### src/rtl/divisor_pkg.sv
// rtl/divisor_pkg.sv - shared widths and FSM states for the sequential divider
package divisor_pkg;

    localparam int N_WIDTH_DEF = 8;
    localparam int D_WIDTH_DEF = 4;

    typedef enum logic [1:0] {
        IDLE = 2'd0,
        CALC = 2'd1,
        DONE = 2'd2
    } state_t;

endpackage

### src/rtl/passo_divisao.sv
// rtl/passo_divisao.sv - one combinational restoring-division step
module passo_divisao #(
    parameter int D_WIDTH = divisor_pkg::D_WIDTH_DEF
) (
    input  logic [D_WIDTH:0]   rem_i,
    input  logic               bit_i,
    input  logic [D_WIDTH-1:0] divisor_i,
    output logic [D_WIDTH:0]   rem_o,
    output logic               q_o
);

    logic [D_WIDTH+1:0] shifted;
    logic [D_WIDTH:0]   diff;

    // The partial remainder is always below the divisor, so the shifted value
    // fits in D_WIDTH+1 bits; the extra bit only keeps the compare exact.
    assign shifted = {rem_i, bit_i};
    assign q_o     = (shifted >= {2'b00, divisor_i});
    assign diff    = shifted[D_WIDTH:0] - {1'b0, divisor_i};
    assign rem_o   = q_o ? diff : shifted[D_WIDTH:0];

endmodule

### src/rtl/divisor_sequencial.sv
// rtl/divisor_sequencial.sv - multi-cycle restoring unsigned divider, one quotient bit per clock
module divisor_sequencial
    import divisor_pkg::*;
#(
    parameter int N_WIDTH = N_WIDTH_DEF,
    parameter int D_WIDTH = D_WIDTH_DEF
) (
    input  logic               clk_i,
    input  logic               rst_i,
    input  logic               start_i,
    input  logic [N_WIDTH-1:0] dividend_i,
    input  logic [D_WIDTH-1:0] divisor_i,
    output logic [N_WIDTH-1:0] quotient_o,
    output logic [D_WIDTH-1:0] remainder_o,
    output logic               busy_o,
    output logic               done_o,
    output logic               div_by_zero_o
);

    localparam int CW = $clog2(N_WIDTH) + 1;
    localparam int IW = $clog2(N_WIDTH);

    state_t             state_q;
    logic [N_WIDTH-1:0] dividend_q;
    logic [D_WIDTH-1:0] divisor_q;
    logic [D_WIDTH:0]   rem_q;
    logic [N_WIDTH-1:0] quo_q;
    logic [CW-1:0]      count_q;
    logic [N_WIDTH-1:0] quotient_q;
    logic [D_WIDTH-1:0] remainder_q;
    logic               done_q;
    logic               dz_q;

    logic [IW-1:0]      bit_idx;
    logic [D_WIDTH:0]   rem_d;
    logic               qbit_d;
    logic [N_WIDTH-1:0] quo_d;

    // Counter runs N_WIDTH..1, so count-1 addresses dividend bits MSB first.
    assign bit_idx = IW'(count_q - CW'(1));

    passo_divisao #(.D_WIDTH(D_WIDTH)) u_passo (
        .rem_i     (rem_q),
        .bit_i     (dividend_q[bit_idx]),
        .divisor_i (divisor_q),
        .rem_o     (rem_d),
        .q_o       (qbit_d)
    );

    always_comb begin
        quo_d          = quo_q;
        quo_d[bit_idx] = qbit_d;
    end

    always_ff @(posedge clk_i) begin
        if (rst_i) begin
            state_q     <= IDLE;
            dividend_q  <= '0;
            divisor_q   <= '0;
            rem_q       <= '0;
            quo_q       <= '0;
            count_q     <= '0;
            quotient_q  <= '0;
            remainder_q <= '0;
            done_q      <= 1'b0;
            dz_q        <= 1'b0;
        end else begin
            done_q <= 1'b0;
            case (state_q)
                IDLE: begin
                    if (start_i) begin
                        dividend_q <= dividend_i;
                        divisor_q  <= divisor_i;
                        rem_q      <= '0;
                        quo_q      <= '0;
                        count_q    <= CW'(N_WIDTH);
                        if (divisor_i == '0) begin
                            state_q     <= DONE;
                            quotient_q  <= '1;
                            remainder_q <= '0;
                            dz_q        <= 1'b1;
                            done_q      <= 1'b1;
                        end else begin
                            state_q <= CALC;
                            dz_q    <= 1'b0;
                        end
                    end
                end
                CALC: begin
                    rem_q   <= rem_d;
                    quo_q   <= quo_d;
                    count_q <= count_q - CW'(1);
                    if (count_q == CW'(1)) begin
                        state_q     <= DONE;
                        quotient_q  <= quo_d;
                        remainder_q <= rem_d[D_WIDTH-1:0];
                        done_q      <= 1'b1;
                    end
                end
                DONE:    state_q <= IDLE;
                default: state_q <= IDLE;
            endcase
        end
    end

    assign quotient_o    = quotient_q;
    assign remainder_o   = remainder_q;
    assign busy_o        = (state_q != IDLE);
    assign done_o        = done_q;
    assign div_by_zero_o = dz_q;

endmodule

### config.mk
export PLATFORM = sky130hd
export DESIGN_NAME = divisor_sequencial
export DESIGN_NICKNAME = d
export VERILOG_FILES = /design/src/rtl/divisor_pkg.sv /design/src/rtl/passo_divisao.sv /design/src/rtl/divisor_sequencial.sv
export SDC_FILE = /design/constraint.sdc
export NUM_CORES = 1
export LEC_CHECK = 0
export ABC_AREA = 1
export CORE_ASPECT_RATIO = 0.7
export CORE_MARGIN = 2
export CORE_UTILIZATION = 55
export DETAILED_ROUTE_END_ITERATION = 10
export PLACE_DENSITY = 0.79
export SLEW_MARGIN = 20
export SYNTH_ARGS = -nofsm -noshare
export SYNTH_HDL_FRONTEND = slang
export SYNTH_SLANG_ARGS = --single-unit
### constraint.sdc
create_clock -name clk_i -period 5.4 [get_ports clk_i]
set_input_delay 1.08 -clock clk_i [delete_from_list [all_inputs] [get_ports clk_i]]
set_output_delay 1.08 -clock clk_i [all_outputs]
set_load 0.01 [all_outputs]
======== Word level (Yosys, flattened, before mapping) ========
Index checks and enable logic that the tools add are counted.
W data, S select, Z words.
word-level totals
  register bits ........................... 45
  input bits .............................. 15
  output and inout bits ................... 15
  word-level logic and storage cells ...... 57
operators by class
  add/sub/neg operators ................... 2
  $lt $le $gt $ge ......................... 3
  equal/unequal tests ..................... 5
  mux-type cells .......................... 28
  reduce and logical (&&, ||, !) cells .... 9
operator list
  cell                   count
  $mux W8                4
  $pmux W8 S2            2
  $mux W4                4
  $pmux W4 S2            2
  $mux W5                2
  $pmux W5 S2            1
  $bwmux W8              1
  $ge A6 B4 Y1           1
  $mux W2                3
  $ne A2 B2 Y1 const B   3
  $reduce_and A2 Y1      3
  $mux W1                5
  $sub A5 B4 Y5          1
  $eq A4 B1 Y1 const B   1
  $logic_not A4 Y1       1
  $lt A3 B4 Y1 const B   1
  $pmux W2 S2            1
  $reduce_and A4 Y1      1
  $reduce_bool A2 Y1     2
  $sub A4 B1 Y4 const B  1
  $bmux W1 S3            1
  $demux W1 S3           1
  $ge A3 B1 Y1 const B   1
  $eq A2 B1 Y1 const B   1
  3 further kinds        3

======== Logic depth before layout (Yosys ltp) ========
  word-level depth ........................ 8
  gate-level depth with buffers ........... 20
  mapped depth without buffers ............ 19

======== Modules after synthesis ========
A second synthesis with hierarchy kept.
second synthesis, totals
  cell total of the unflattened synthesis .. 314
  area total of the unflattened synthesis .. 2,248.4 um^2
by module, submodules not included
  module              instances  cells each  area each (um^2)  seq. area each (um^2)
  divisor_sequencial  1          269         1,963.1           900.9
  passo_divisao       1          45          285.3             0.0

======== Least setup slack after synthesis ========
Ideal clock, no wire load.
  path type ............................... reg-to-reg
  start ................................... register count_q[0]
  end ..................................... register quotient_q[3] (netlist: quotient_o[3])
  setup time .............................. 0.109 ns
  arrival ................................. 2.544 ns
  data required time ...................... 5.291 ns
  setup slack ............................. 2.748 ns
  cell stages (with the launch flop) ...... 20
  path buffers ............................ 1
  clock period less this slack ............ 2.652 ns
  cells stage by stage .................... dfxtp_1 -> inv_1 -> buf_4 -> ha_1 -> inv_2 -> nand2_1 -> nand2_1 -> nand3_1 -> nand2_1 -> inv_1 -> ha_1 -> inv_1 -> fa_1 -> nand3_1 -> nand2_1 -> nor2_4 -> o21a_1 -> nand2_1 -> nand2_1 -> inv_1
on the way
  longest elaborated chain between the ends .. 8
  elaborated cells between the ends (all ways) .. 15
  classes of those cells .................. add/sub (1); order compare (3); eq/ne (2); mux (7); reduce/logical (2)
ends and longest elaborated chain
  item                                                                  RTL line                  RTL
  start, declared                                                       divisor_sequencial.sv:28  logic [CW-1:0] count_q;
  start signal, assigned                                                divisor_sequencial.sv:76  count_q <= CW'(N_WIDTH);
  start signal, assigned                                                divisor_sequencial.sv:92  count_q <= count_q - CW'(1);
  parallel branches: the longest is 8 deep, another holds $ge A6 B4 Y1  n/a
  end signal, assigned                                                  divisor_sequencial.sv:95  quotient_q <= quo_d;
  end, declared                                                         divisor_sequencial.sv:29  logic [N_WIDTH-1:0] quotient_q;
Parallel ways; which one is timed is not known. The select of a mux whose other input is x is not followed.
A chain may end at the register's enable or synchronous reset.

======== Worst setup path in the final report ========
  start ................................... register count_q[0]
  end ..................................... register rem_q[1]
on the way
  longest elaborated chain between the ends .. 6
  elaborated cells between the ends (all ways) .. 7
  classes of those cells .................. add/sub (2); order compare (1); mux (4)
ends and longest elaborated chain
  item                                                  RTL line                                  RTL
  $sub A4 B1 Y4 *                                       n/a
  $bmux W1 S3 *                                         divisor_sequencial.sv:44                  .bit_i (dividend_q[bit_idx]),
  $mux W1 (implied by the code) *                       divisor_sequencial.sv:44
  $sub A5 B4 Y5 / $ge A6 B4 Y1 (equally long branches)  passo_divisao.sv:19, passo_divisao.sv:18
  $mux W5 *                                             passo_divisao.sv:20                       assign rem_o = q_o ? diff : shifted[D_WIDTH:0];
  $pmux W5 S2 *                                         divisor_sequencial.sv:69                  case (state_q)
  end signal, assigned                                  divisor_sequencial.sv:90                  rem_q <= rem_d;
  end, declared                                         divisor_sequencial.sv:26                  logic [D_WIDTH:0] rem_q;
Mark *: on every way between the ends. The rest lies on a longest branch, timed or not. The select of a mux whose other input is x is not followed.

==> results.txt <==
- The flow ran to the end, and the final reports show no timing, DRC or antenna violations.
- Clock sink count: between 40 and 50
- In this run the tightest slew margin relative to its limit is about 43%.
- In this run the worst path has a maximum fanout of 15.
- Rows: 19
- During I/O placement, the number of pins put on the boundary was 30.
- Post-CTS setup buffer count: 0
- Starting DRC count in detailed routing: between 100 and 150
- Startpoint of the worst setup timing path: count_q[0]
- Setup repair after global routing left no endpoint under its margin.
- Buffering stage count on the worst path with inverters included: 5
- Sequential Power Share: ~44%
- Pin count of the biggest net entering global routing: 32
* Max Root-Sink Buffers: 2
- Port-buffer cells: 29
- Yosys warning total: 0
* Number of global-route vias before repair: between 1500 and 2000
* Count of state elements after synthesis: 45
- Maximum cell stage delay along the critical path: around 0.6 ns
- The post-route netlist has 8.239% of its cells at a drive strength greater than 1.
* Cell family with most CP delay: simple AND/OR/NAND/NOR gates
- Die outline height: between 50 and 60 microns
* Number of antenna violations at the first check in global routing: 0
- At the pin with the least slew margin, the transition time is around 0.85 ns.
- Total power per unit cell area: 316.5 nW/um^2
- The share of synthesized area in the top cell type comes to ~39%.
- Summed over all instances, the cell type with the most area after synthesis is sky130_fd_sc_hd__dfxtp_1.
- The first global-routing pass estimated just over 8000 microns of wire.
- Synthesis handed over a netlist of 328 instances.
* Final Hold Fails: 0
- The clock network accounts for a little over a quarter of the total power.
* Total wire length: 4830 microns
* Total Neg Setup Slack: 0 ns
- Critical path class: flop to flop
* Static Leak: ~0.0013 uW
* Global-route congestion overflow total: 0
- Power share of the combinational group: ~30%
- Initial core utilization: 58.05%
- Detail-routed via count per cell: 5.111
- In this design, the critical path's most frequently occurring cell is sky130_fd_sc_hd__nand2_1.
- Clock tree from TritonCTS: done
- Slowest stage cell, crit path: sky130_fd_sc_hd__dfxtp_1
* Worst IR Drop VDD: between 0.15 and 0.2 mV
- Across all hold checks on the routed design, the worst slack comes to 0.4650 ns.
- Crit share post-route: slightly above 60%
- For the worst setup path, the data required time is around 5.6 ns.
* Ranking of synthesized cells by area: sky130_fd_sc_hd__dfxtp_1 39%, sky130_fd_sc_hd__nand2_1 13%, sky130_fd_sc_hd__inv_1 6.8%
- Each instance of the synthesized netlist takes up on average between 7 and 8 sq um.
- Registers take approximately 900 sq um.
- Measured along the x axis, the die boundary spans about 80 microns.
- In the final routed layout, each cell accounts on average for between 10 and 15 microns.
- Synthesized cell area: approximately 2300 sq um
- Full die area: around 4800 sq um
- The number of max-slew violations in the final report is 0.
* Switching power: roughly 300 uW
- 0 antenna diodes ended up in the layout.
- In this run the worst hold path is classified as flop to flop.
- For this run, the share of the core covered by cells in the final layout is approximately two thirds.
- Detailed-route via count: 2065
- Number of buffers inserted during clock tree synthesis: 5
* Worst-case clock skew: just under 0.007 ns
* Signal arrival time at the worst endpoint: approximately 3.5 ns
* GRT Total Usage: 22.09%
- The first detailed-routing pass took 4 iterations.
- Leaving out filler cells and counting taps, the final layout contains ~400.
* Number of unique standard cell types used by synthesis: 32
- The number of nets in the synthesized netlist is 350.
- After detailed routing, the number of remaining DRC violations is 0.
* Worst-path cell chain: inv_1 > ha_1 > inv_2 > nand2_1 > nand2_1 > nand3_1 > nand2_1 > inv_1 > ha_1 > inv_1 > fa_1 > nand3_1 > nand3_2 > nor2_1 > nand2_1 > nand3_1 > nand2_1 > inv_1
- Final setup vio count: 0
* Critical Path Sink Type: flop
- Switching share of total power: about a third
* Area Growth Syn to Fin: 15.97%
* DP Wirelength: 3490 microns
- At the placement stage, the worst setup path has a slack of about 2.2 ns.
* Internal: 553.2 uW
* Number of max-cap violations: 0
* Setup WS post-layout: approximately 2.1 ns
- Routability Congestion: 0.9712
- CP startpoint kind: flop
- DRT antenna net count: 0
- Maximum clock frequency: a little over 0.3 GHz
- Hold repair after CTS inserted 0 buffers.
- Clock insertion delay at the later pin of the skew report: roughly 0.30 ns
- Worst reg2reg path startpoint: count_q[0]
- After filler insertion, the fill cell instance count of the layout stands at ~370.
- The startpoint identified for the worst hold timing path is divisor_q[3].
- After detailed placement, the design holds a cell count of a little under 400.
- Area of the multi-input gates: approximately 1200 sq um
- Number of nets in the layout: around 370
- Root cell of the clock tree: sky130_fd_sc_hd__clkbuf_8
* Post-cts resize count: 0
- Share of the yosys chip area belonging to registers: between 30 and 40%
- Counting I/O delays and the setup requirement, the final critical path takes roughly 3.3 ns.
* Area of the placeable core: 3994 sq um
* Reg clk slew, reported paths: 0.08 ns
- CTS H-tree lvls: 2
layout by cell type (no fill, tap or decap), types with 2 or more instances in the layout:
| cell type | synthesis | final |
|---|---|---|
| sky130_fd_sc_hd__nand4_1 | 2 | 2 |
| sky130_fd_sc_hd__nand2_2 | 2 | 2 |
| sky130_fd_sc_hd__o21ai_0 | 14 | 14 |
| sky130_fd_sc_hd__or2_1 | 4 | 4 |
| sky130_fd_sc_hd__ha_1 | 6 | 6 |
| sky130_fd_sc_hd__dfxtp_1 | 45 | 45 |
| sky130_fd_sc_hd__o21ai_1 | 7 | 7 |
| sky130_fd_sc_hd__inv_2 | 3 | 3 |
| sky130_fd_sc_hd__clkbuf_8 | 0 | 6 |
| sky130_fd_sc_hd__a21oi_1 | 31 | 31 |
| sky130_fd_sc_hd__a31oi_1 | 2 | 2 |
| sky130_fd_sc_hd__inv_1 | 42 | 42 |
| sky130_fd_sc_hd__clkdlybuf4s50_1 | 0 | 29 |
| sky130_fd_sc_hd__xor2_1 | 2 | 2 |
| sky130_fd_sc_hd__nand3_1 | 29 | 29 |
| sky130_fd_sc_hd__o21a_1 | 5 | 5 |
| sky130_fd_sc_hd__nor2_4 | 3 | 3 |
| sky130_fd_sc_hd__nand2_4 | 2 | 2 |
| sky130_fd_sc_hd__nor2_2 | 5 | 5 |
| sky130_fd_sc_hd__nand2_1 | 79 | 79 |
| sky130_fd_sc_hd__nor3_1 | 3 | 3 |
| sky130_fd_sc_hd__nor2_1 | 22 | 22 |
per-stage QoR:
stage               power, uW  area [sq um]
finish                  851.1          2689
global placement        627.5          2592
CTS                     853.4          2689
detailed placement      634.2          2592
global route            903.4          2689
floorplan               573.4          2318
cells by family after synthesis:
| family | count (synthesis) | share of synthesized area, % |
|---|---|---|
| AOI/OAI and AO/OA | 60 | 13.76 |
| xor gates and xnor gates | 2 | 0.7557 |
| adders and majority gates | 7 | 4.101 |
| buffers and inverters | 59 | 11.06 |
| DFF | 45 | 38.86 |
| and+or+nand+nor | 155 | 31.46 |
power by group through the flow:
stage	Sequential [uW]	Combinational, uW	Clock, uW
floorplan	381	193	0
global placement	383	244	0
detailed placement	384	250	0
CTS	377	251	226
global route	381	286	237
finish	377	252	222
tightest hold or removal path, delay by kind of cell, from the launching register on:
kind	cells	cell delay, ns
flip-flops	1	0.30
buffers and inverters	1	0.06
AO/OA/AOI/OAI	1	0.06
area by class of cell:
| type | instances | area share, % |
|---|---|---|
| clock buffer | 6 | 3.071 |
| tap | 52 | 2.420 |
| multi-input combinational | 224 | 43.18 |
| clock inverter | 2 | 0.5119 |
| inverter | 46 | 6.515 |
| timing repair buffer | 29 | 10.80 |
| sequential | 45 | 33.50 |
synthesized netlist by cell type (all sizes together):
library cell,number
ha,6
o21a,5
a31oi,2
buf,9
nand4,3
nor3,4
dfxtp,45
xor2,2
nand2,84
nand3,30
inv,46
clkbuf,4
o21ai,21
nor2,30
or2,4
fa,1
a21oi,32
path summary, 6_finish.rpt:
check | end | slack (ns) | depth (start not counted)
setup / recovery | rem_q[1] | 2.12 | 18
setup reg to reg | rem_q[1] | 2.12 | 18
hold / removal | divisor_q[3] | 0.47 | 2
hold reg to reg | divisor_q[3] | 0.47 | 2
per-layer routing:
metal | vias up | wire length [microns] | GRT usage [%]
li1 | 1088 | - | -
met1 | 933 | 2477 | 29.90
met2 | 37 | 2126 | 36.30
met3 | 7 | 184 | 4.755
met4 | 0 | 42 | 5.714
met5 | - | 0 | 0
registers in the layout (all words and copies together), names as in the netlist:
signal and count:
done_o 1, count_q 4, divisor_q 4, quotient_o 8, div_by_zero_o 1, remainder_o 4
dividend_q 8, rem_q 5, state_q 2, quo_q 8
Note: power is estimated with default switching activity, not from simulation.
